--- config.mk ---
export PLATFORM = sky130hd
export DESIGN_NAME = arc4_seq
export DESIGN_NICKNAME = d
export VERILOG_FILES = /design/src/rtl/arc4_pkg.sv /design/src/rtl/arc4_seq_s_port_mux.sv /design/src/rtl/arc4_seq.sv
export SDC_FILE = /design/constraint.sdc
export NUM_CORES = 1
export LEC_CHECK = 0
export ABC_AREA = 1
export BUFFER_PORTS_ARGS = -buffer_cell sky130_fd_sc_hd__buf_2
export CAP_MARGIN = 25
export CORE_AREA = 2 2 67 69
export CTS_CLUSTER_DIAMETER = 200
export DETAILED_ROUTE_END_ITERATION = 8
export DIE_AREA = 0 0 69 71
export GPL_ROUTABILITY_DRIVEN = 0
export PLACE_DENSITY = 0.78
export SYNTH_ARGS = -nofsm -noshare
export SYNTH_HDL_FRONTEND = slang
export SYNTH_SLANG_ARGS = --single-unit
--- constraint.sdc ---
create_clock -name clk -period 1.47 [get_ports clk]
set_input_delay 0.294 -clock clk [delete_from_list [all_inputs] [get_ports clk]]
set_output_delay 0.294 -clock clk [all_outputs]
set_load 0.05 [all_outputs]
--- src/rtl/arc4_pkg.sv ---
// ARC4 sequencer package: FSM state and S-memory owner encodings, key width,
// and the state-to-owner decode used by the sequencer.
package arc4_pkg;

    localparam int KEY_W = 24;

    typedef enum logic [2:0] {
        IDLE       = 3'd0,
        INIT_START = 3'd1,
        INIT_WAIT  = 3'd2,
        KSA_START  = 3'd3,
        KSA_WAIT   = 3'd4,
        PRGA_START = 3'd5,
        PRGA_WAIT  = 3'd6,
        DONE       = 3'd7
    } seq_state_t;

    typedef enum logic [1:0] {
        OWN_NONE = 2'd0,
        OWN_INIT = 2'd1,
        OWN_KSA  = 2'd2,
        OWN_PRGA = 2'd3
    } s_owner_t;

    // An engine owns the S port for both its START and WAIT states, so its
    // address is already on the port in the cycle its start pulse goes out.
    function automatic s_owner_t owner_of(input seq_state_t s);
        case (s)
            INIT_START, INIT_WAIT: return OWN_INIT;
            KSA_START,  KSA_WAIT:  return OWN_KSA;
            PRGA_START, PRGA_WAIT: return OWN_PRGA;
            default:               return OWN_NONE;
        endcase
    endfunction

endpackage

--- src/rtl/arc4_seq_s_port_mux.sv ---
// s_port_mux: combinational 3:1 mux of the engine S-memory ports onto the
// single S port, plus detection of writes from engines that do not own it.
//   owner                   : current owner (OWN_NONE parks the port at 0)
//   init_/ksa_/prga_*       : engine addr, wrdata, wren
//   s_addr/s_wrdata/s_wren  : to S memory
//   illegal_wr              : some non-owner has wren asserted this cycle
module s_port_mux
    import arc4_pkg::*;
(
    input  s_owner_t    owner,
    input  logic [7:0]  init_addr,
    input  logic [7:0]  init_wrdata,
    input  logic        init_wren,
    input  logic [7:0]  ksa_addr,
    input  logic [7:0]  ksa_wrdata,
    input  logic        ksa_wren,
    input  logic [7:0]  prga_addr,
    input  logic [7:0]  prga_wrdata,
    input  logic        prga_wren,
    output logic [7:0]  s_addr,
    output logic [7:0]  s_wrdata,
    output logic        s_wren,
    output logic        illegal_wr
);

    always_comb begin
        s_addr   = 8'd0;
        s_wrdata = 8'd0;
        s_wren   = 1'b0;
        case (owner)
            OWN_INIT: begin
                s_addr   = init_addr;
                s_wrdata = init_wrdata;
                s_wren   = init_wren;
            end
            OWN_KSA: begin
                s_addr   = ksa_addr;
                s_wrdata = ksa_wrdata;
                s_wren   = ksa_wren;
            end
            OWN_PRGA: begin
                s_addr   = prga_addr;
                s_wrdata = prga_wrdata;
                s_wren   = prga_wren;
            end
            default: ;
        endcase
    end

    // With no owner every engine is a non-owner, so any write is illegal.
    assign illegal_wr = (init_wren && (owner != OWN_INIT)) ||
                        (ksa_wren  && (owner != OWN_KSA))  ||
                        (prga_wren && (owner != OWN_PRGA));

endmodule

--- src/rtl/arc4_seq.sv ---
// arc4_seq: top-level sequencer for the ARC4 decrypt path. Runs init, ksa and
// prga in order through their en/rdy handshakes, grants the single-port S
// memory to the active engine, latches the key and flags illegal writes.
//   clk, rst               : clock, synchronous active-high reset
//   en, rdy                : whole-decrypt handshake (en sampled while rdy=1)
//   key, key_q             : key input, key latched on the accepting edge
//   x_en, x_rdy            : per-engine start pulse / ready (x = init,ksa,prga)
//   x_addr/x_wrdata/x_wren : per-engine S port requests
//   s_addr/s_wrdata/s_wren : S memory port
//   err                    : sticky illegal (non-owner) write flag
module arc4_seq
    import arc4_pkg::*;
(
    input  logic             clk,
    input  logic             rst,
    input  logic             en,
    output logic             rdy,
    input  logic [KEY_W-1:0] key,
    output logic [KEY_W-1:0] key_q,
    output logic             init_en,
    output logic             ksa_en,
    output logic             prga_en,
    input  logic             init_rdy,
    input  logic             ksa_rdy,
    input  logic             prga_rdy,
    input  logic [7:0]       init_addr,
    input  logic [7:0]       ksa_addr,
    input  logic [7:0]       prga_addr,
    input  logic [7:0]       init_wrdata,
    input  logic [7:0]       ksa_wrdata,
    input  logic [7:0]       prga_wrdata,
    input  logic             init_wren,
    input  logic             ksa_wren,
    input  logic             prga_wren,
    output logic [7:0]       s_addr,
    output logic [7:0]       s_wrdata,
    output logic             s_wren,
    output logic             err
);

    seq_state_t state, state_nxt;
    logic       guard;       // high in the first cycle of any x_WAIT state
    logic       illegal_wr;
    s_owner_t   owner;

    assign rdy     = (state == IDLE);
    assign init_en = (state == INIT_START) && init_rdy;
    assign ksa_en  = (state == KSA_START)  && ksa_rdy;
    assign prga_en = (state == PRGA_START) && prga_rdy;
    assign owner   = owner_of(state);

    always_comb begin
        state_nxt = state;
        case (state)
            IDLE:       if (en)                 state_nxt = INIT_START;
            INIT_START: if (init_rdy)           state_nxt = INIT_WAIT;
            // The engine still shows its old rdy=1 in the guard cycle.
            INIT_WAIT:  if (!guard && init_rdy) state_nxt = KSA_START;
            KSA_START:  if (ksa_rdy)            state_nxt = KSA_WAIT;
            KSA_WAIT:   if (!guard && ksa_rdy)  state_nxt = PRGA_START;
            PRGA_START: if (prga_rdy)           state_nxt = PRGA_WAIT;
            PRGA_WAIT:  if (!guard && prga_rdy) state_nxt = DONE;
            DONE:                               state_nxt = IDLE;
            default:                            state_nxt = IDLE;
        endcase
    end

    always_ff @(posedge clk) begin
        if (rst) begin
            state <= IDLE;
            guard <= 1'b0;
            key_q <= '0;
            err   <= 1'b0;
        end else begin
            state <= state_nxt;
            // Every start pulse moves the FSM into a WAIT state.
            guard <= init_en || ksa_en || prga_en;
            if (rdy && en) begin
                key_q <= key;
                err   <= 1'b0;
            end else if (illegal_wr) begin
                err <= 1'b1;
            end
        end
    end

    s_port_mux u_mux (
        .owner       (owner),
        .init_addr   (init_addr),
        .init_wrdata (init_wrdata),
        .init_wren   (init_wren),
        .ksa_addr    (ksa_addr),
        .ksa_wrdata  (ksa_wrdata),
        .ksa_wren    (ksa_wren),
        .prga_addr   (prga_addr),
        .prga_wrdata (prga_wrdata),
        .prga_wren   (prga_wren),
        .s_addr      (s_addr),
        .s_wrdata    (s_wrdata),
        .s_wren      (s_wren),
        .illegal_wr  (illegal_wr)
    );

endmodule

* Word-level counts from Yosys, hierarchy flattened *
Cells that the tools add are included.

storage, ports and cells
  bits in registers = 29
  bits in latches = 0
  RAM bits = 0
  memory bits (read-only) = 0
  bits of input ports = 81
  output and inout port bits = 46
  logic and storage cells = 57
  memories = 0

cells by class
  add/subtract/negate cells = 0
  multipliers = 0
  divide/modulo/power cells = 0
  $lt $le $gt $ge = 0
  equal/unequal tests = 20
  shift operators = 0
  multiplexer cells = 12
  bitwise operators = 0
  reductions and logical operators = 21

operators by type and width
  kind                                                                      count
  8-bit case mux with 3 select lines                                        2
  3-bit case mux with 8 select lines                                        1
  3-bit two-way mux                                                         7
  2-bit inequality test (second input constant)                             9
  3-bit equality test (second input constant)                               4
  1-bit logical AND                                                         10
  2-bit OR reduction                                                        4
  7-bit AND reduction                                                       1
  3-bit by 2-bit equality test with 1-bit output (second input constant)    2
  2-bit case mux with 3 select lines                                        1
  2-bit equality test (second input constant)                               2
  1-bit logical OR                                                          4
  3-bit by 1-bit equality test with 1-bit output (second input constant)    1
  3-bit logical NOT                                                         1
  1-bit case mux with 3 select lines                                        1
  2-bit by 1-bit equality test with 1-bit output (second input constant)    1
  2-bit by 1-bit inequality test with 1-bit output (second input constant)  1
  1-bit logical NOT                                                         1

* Longest topological paths before layout *
  depth in word-level cells = 7
  depth in mapped cells = 9
  mapped depth without buffers = 9

* Modules after synthesis *
From an unflattened synthesis, not the netlist that was laid out.

unflattened totals
  cell total of the unflattened synthesis = 255
  area total of the unflattened synthesis = 1,696.6 sq um

modules (own cells, without submodules)
  module      instances  cells an instance  area an instance (sq um)
  arc4_seq    1          168                1,223.7
  s_port_mux  1          87                 473.0

* Worst setup path before layout *
Ideal clock, no wire load.

  path type = register to output
  from = register state[1]
  to = output s_addr[0]
  arrival = 1.369 ns
  slack = -0.193 ns
  stages on the path, launching flop included = 8
  cells stage by stage = dfxtp_1 -> inv_2 -> nor2_1 -> nand2_1 -> nand2_4 -> buf_4 -> nand2_1 -> nand3_1

on the way
  cells in the longest elaborated chain, start to end = 5
  elaborated cells on any way between the ends = 14
  classes of those cells = 9 x eq/ne; 2 x mux; 3 x reduce/logical

ends and longest elaborated chain
  item                                                                                   line                       RTL
  start: declaration                                                                     arc4_seq.sv:41             seq_state_t state, state_nxt;
  start signal: assignment                                                               arc4_seq.sv:75             state <= state_nxt;
  3-bit equality test, or another cell as far along                                      arc4_pkg.sv:28             case (s)
  2-bit OR reduction                                                                     arc4_pkg.sv:28
  2-bit case mux with 3 select lines *                                                   arc4_pkg.sv:28
  2-bit equality test or 2-bit by 1-bit equality test with 1-bit output (tied branches)  arc4_seq_s_port_mux.sv:30  case (owner)
  8-bit case mux with 3 select lines *                                                   arc4_seq_s_port_mux.sv:30
  end: declaration                                                                       arc4_seq.sv:35             output logic [7:0] s_addr,

Every way passes the cells marked *; elsewhere a longest branch is shown, timed or not.

* Worst setup path after layout *
  from = register state[0]
  to = output s_wrdata[1]

on the way
  cells in the longest elaborated chain, start to end = 5
  elaborated cells on any way between the ends = 14
  classes of those cells = 9 x eq/ne; 2 x mux; 3 x reduce/logical

ends and longest elaborated chain
  item                                                                                   line                       RTL
  3-bit equality test, or another cell as far along                                      arc4_pkg.sv:28
  2-bit OR reduction                                                                     arc4_pkg.sv:28
  2-bit case mux with 3 select lines *                                                   arc4_pkg.sv:28
  2-bit equality test or 2-bit by 1-bit equality test with 1-bit output (tied branches)  arc4_seq_s_port_mux.sv:30
  8-bit case mux with 3 select lines *                                                   arc4_seq_s_port_mux.sv:30
  end: declaration                                                                       arc4_seq.sv:36             output logic [7:0] s_wrdata,

Marks and branches as above.

==> metrics.md <==
| Metric | Value |
|---|---|
| Post-synth EDFFs | 0 |
| Vias | roughly 2500 |
| Clk Latency, worst-skew pair | ~0.28 ns |
| CP max FO | 7 |
| IO buf count | 126 |
| Most common cell after layout, fill and taps aside | buf_2 |
| Vias/cell | 5.54 |
| Die area | 4900 µm² |
| Yosys reg bits | 29 |
| Final non-filler cell total | 456 |
| Cells after synthesis | 245 |
| DP Worst Slack | -0.238 ns |
| Clk root buf | clkbuf_8 |
| Iter 0 DRT Violations | 191 |
| Final TNS setup | -7.33 ns |
| DR pass1 iterations | 6 |
| First-pass GRT wire length | between 10 and 15 mm |
| WL/cell | roughly 19 µm |
| Max_cap viols | 0 |
| Final WS setup | -0.414 ns |
| Gr ovfl total | 0 |
| Synth area leader | dfxtp_1 |
| Crit path required time | between 1 and 1.5 ns |
| VDD IR max | between 1 and 1.5 mV |
| Clk buf depth | 2 |
| Initial Util | 0.377 |
| Core ar. | 4200 µm² |
| Row cnt | 24 |
| Post-route minimum period | ~1.9 ns |
| Synth area leaders | dfxtp_1 37%, nand2_1 22%, nand3_1 16% |
| Mapped cell area | between 1500 and 2000 µm² |
| Netlist cell types | 20 |
| Largest net degree at the start of global routing | 26 |
| Inserted Clock Buffers | 5 |
| Vias in the first global route | 2383 |
| Pwr/cell area | about 2500 nW/µm² |
| Final Hold Vio Count | 0 |
| Initial antenna violation count | 0 |
| Hold Path Class | in -> reg |
| IO Count | about 130 |
| Skew final | roughly 0.005 ns |
| Routed WL | 8.69 mm |
| Leakage | between 0.0015 and 0.002 µW |
| Fin crit share | 1.28 |
| Unrepaired setup endpoints after global routing | true |
| Layout area overhead | 117% |
| Synth Area per Inst | around 6.5 µm² |
| Die Height | roughly 70 µm |
| Hold_buf cts | 0 |
| Status | finished, violations left |
| HPWL Detailed | between 4 and 5 mm |
| Worst hold slack | around 0.27 ns |
| # diodes | 0 |
| Post-synth net total | 326 |
| Synth warnings | 0 |
| Chip width | ~70 µm |
| Crit end category | primary output |
| Post-route ant nets | 0 |
| Post-synthesis sequential area ratio | 0.366 |
| Synth top area share | 0.366 |
| Crit start category | flip-flop |
| Share of layout cells above drive strength 1 | 0.644 |
| Clock transition at path regs | about 0.070 ns |
| Ys async rst share | 0 |
| Nets | 485 |
| Tightest Pin Transition | roughly 0.27 ns |
| Arrival time at the worst endpoint | 1.59 ns |
| Main synth FF type | dfxtp_1 |
| Global Route Usage Sum | 0.285 |
| # setup viols final | 27 |
| CTS Sinks | 29 |
| Final Core Density | 0.819 |
| Most frequent cells in the layout | 105 x buf_2, 55 x nand2_1, 29 x nand3_1 |
| CTS tree | done |
| H-tree depth | 2 |
| Failing checks | negative setup slack |
| Post-Place Cells | 430 |
| Type of the worst setup path | reg -> out |
| Residual DRC | 0 |
| Slew margin rel. | 0.817 |
| Slew Viols, Final | 0 |
| Highest Clock Rate | around 0.53 GHz |
[cells by family (layout without fill, tap and decap cells)]
logic type	count (synthesis)	count (layout)	share of synthesized area
AOI/OAI and AO/OA	30	30	0.0971
DFF	29	29	0.366
buffers and inverters	24	179	0.0805
and+or+nand+nor	162	166	0.456
[layer usage]
layer  wire length, µm  up-vias  global-route usage
li1                  -     1122                   -
met3               604       57              0.0883
met1              2860     1184               0.300
met4               532        0               0.142
met2              4700      162               0.513
met5                 0        -                   0
[final timing paths]
kind                 start           to  slack [ns]  depth (start not counted)
hold / removal     key[17]    key_q[17]        0.27                          3
setup reg to reg  state[0]     state[1]       -0.07                         12
hold reg to reg   key_q[8]     key_q[8]        0.46                          2
setup / recovery  state[0]  s_wrdata[1]       -0.41                          9
[synth_stat cells (2+ instances only)]
| master | n |
|---|---|
| nand2_1 | 91 |
| nand3_1 | 50 |
| dfxtp_1 | 29 |
| a21oi_1 | 27 |
| nor2_1 | 9 |
| buf_4 | 5 |
| inv_1 | 5 |
| inv_2 | 5 |
| clkbuf_1 | 4 |
| nand2_2 | 4 |
| buf_2 | 3 |
| nor2_2 | 3 |
| buf_6 | 2 |
| nand2_4 | 2 |
[layout make-up]
| class | count | area, µm² |
|---|---|---|
| clock buffer | 5 | 68.8 |
| clock inverter | 2 | 35.0 |
| fill | 226 | 762 |
| inverter | 10 | 50.0 |
| multi-input combinational | 196 | 1410 |
| sequential | 29 | 589 |
| tap | 52 | 65.1 |
| timing repair buffer | 162 | 1220 |
[critical path, cell delays in order, from the launching register on]
cell and delay (ns):
dfxtp_4 0.40, nand2_4 0.07, inv_4 0.08, nor2_4 0.04, nand2_2 0.11, clkinv_4 0.10, buf_6 0.15, nand2_1 0.10
nand3_2 0.09, buf_8 0.16
[through the flow]
stage / total power (µW) / cell area [µm²]
4_1_cts: 7550 / 3120
3_5_place_dp: 5250 / 2520
2_1_floorplan: 4230 / 1740
5_1_grt: 9000 / 3440
3_3_place_gp: 5200 / 2520
6_report: 8710 / 3440
[registers in the layout, indices dropped and copies added, names as in the netlist]
signal / cells
state: 3
err: 1
guard: 1
key_q: 24
[repair_timing]
item / CTS / global route
endpoints found under the hold margin: 0 / 0
cloned: 3 / 4
resized for setup: 111 / 58
pin swaps: 10 / 33
buffers inserted: 8 / 5
endpoints found under the setup margin: 21 / 49
[power breakdown]
group	leakage, µW	internal (µW)	switching, µW
clock network	0.0000540	492	309
registers	0.000239	975	152
logic	0.00148	2780	4000
Power figures use the tool's default switching activity.
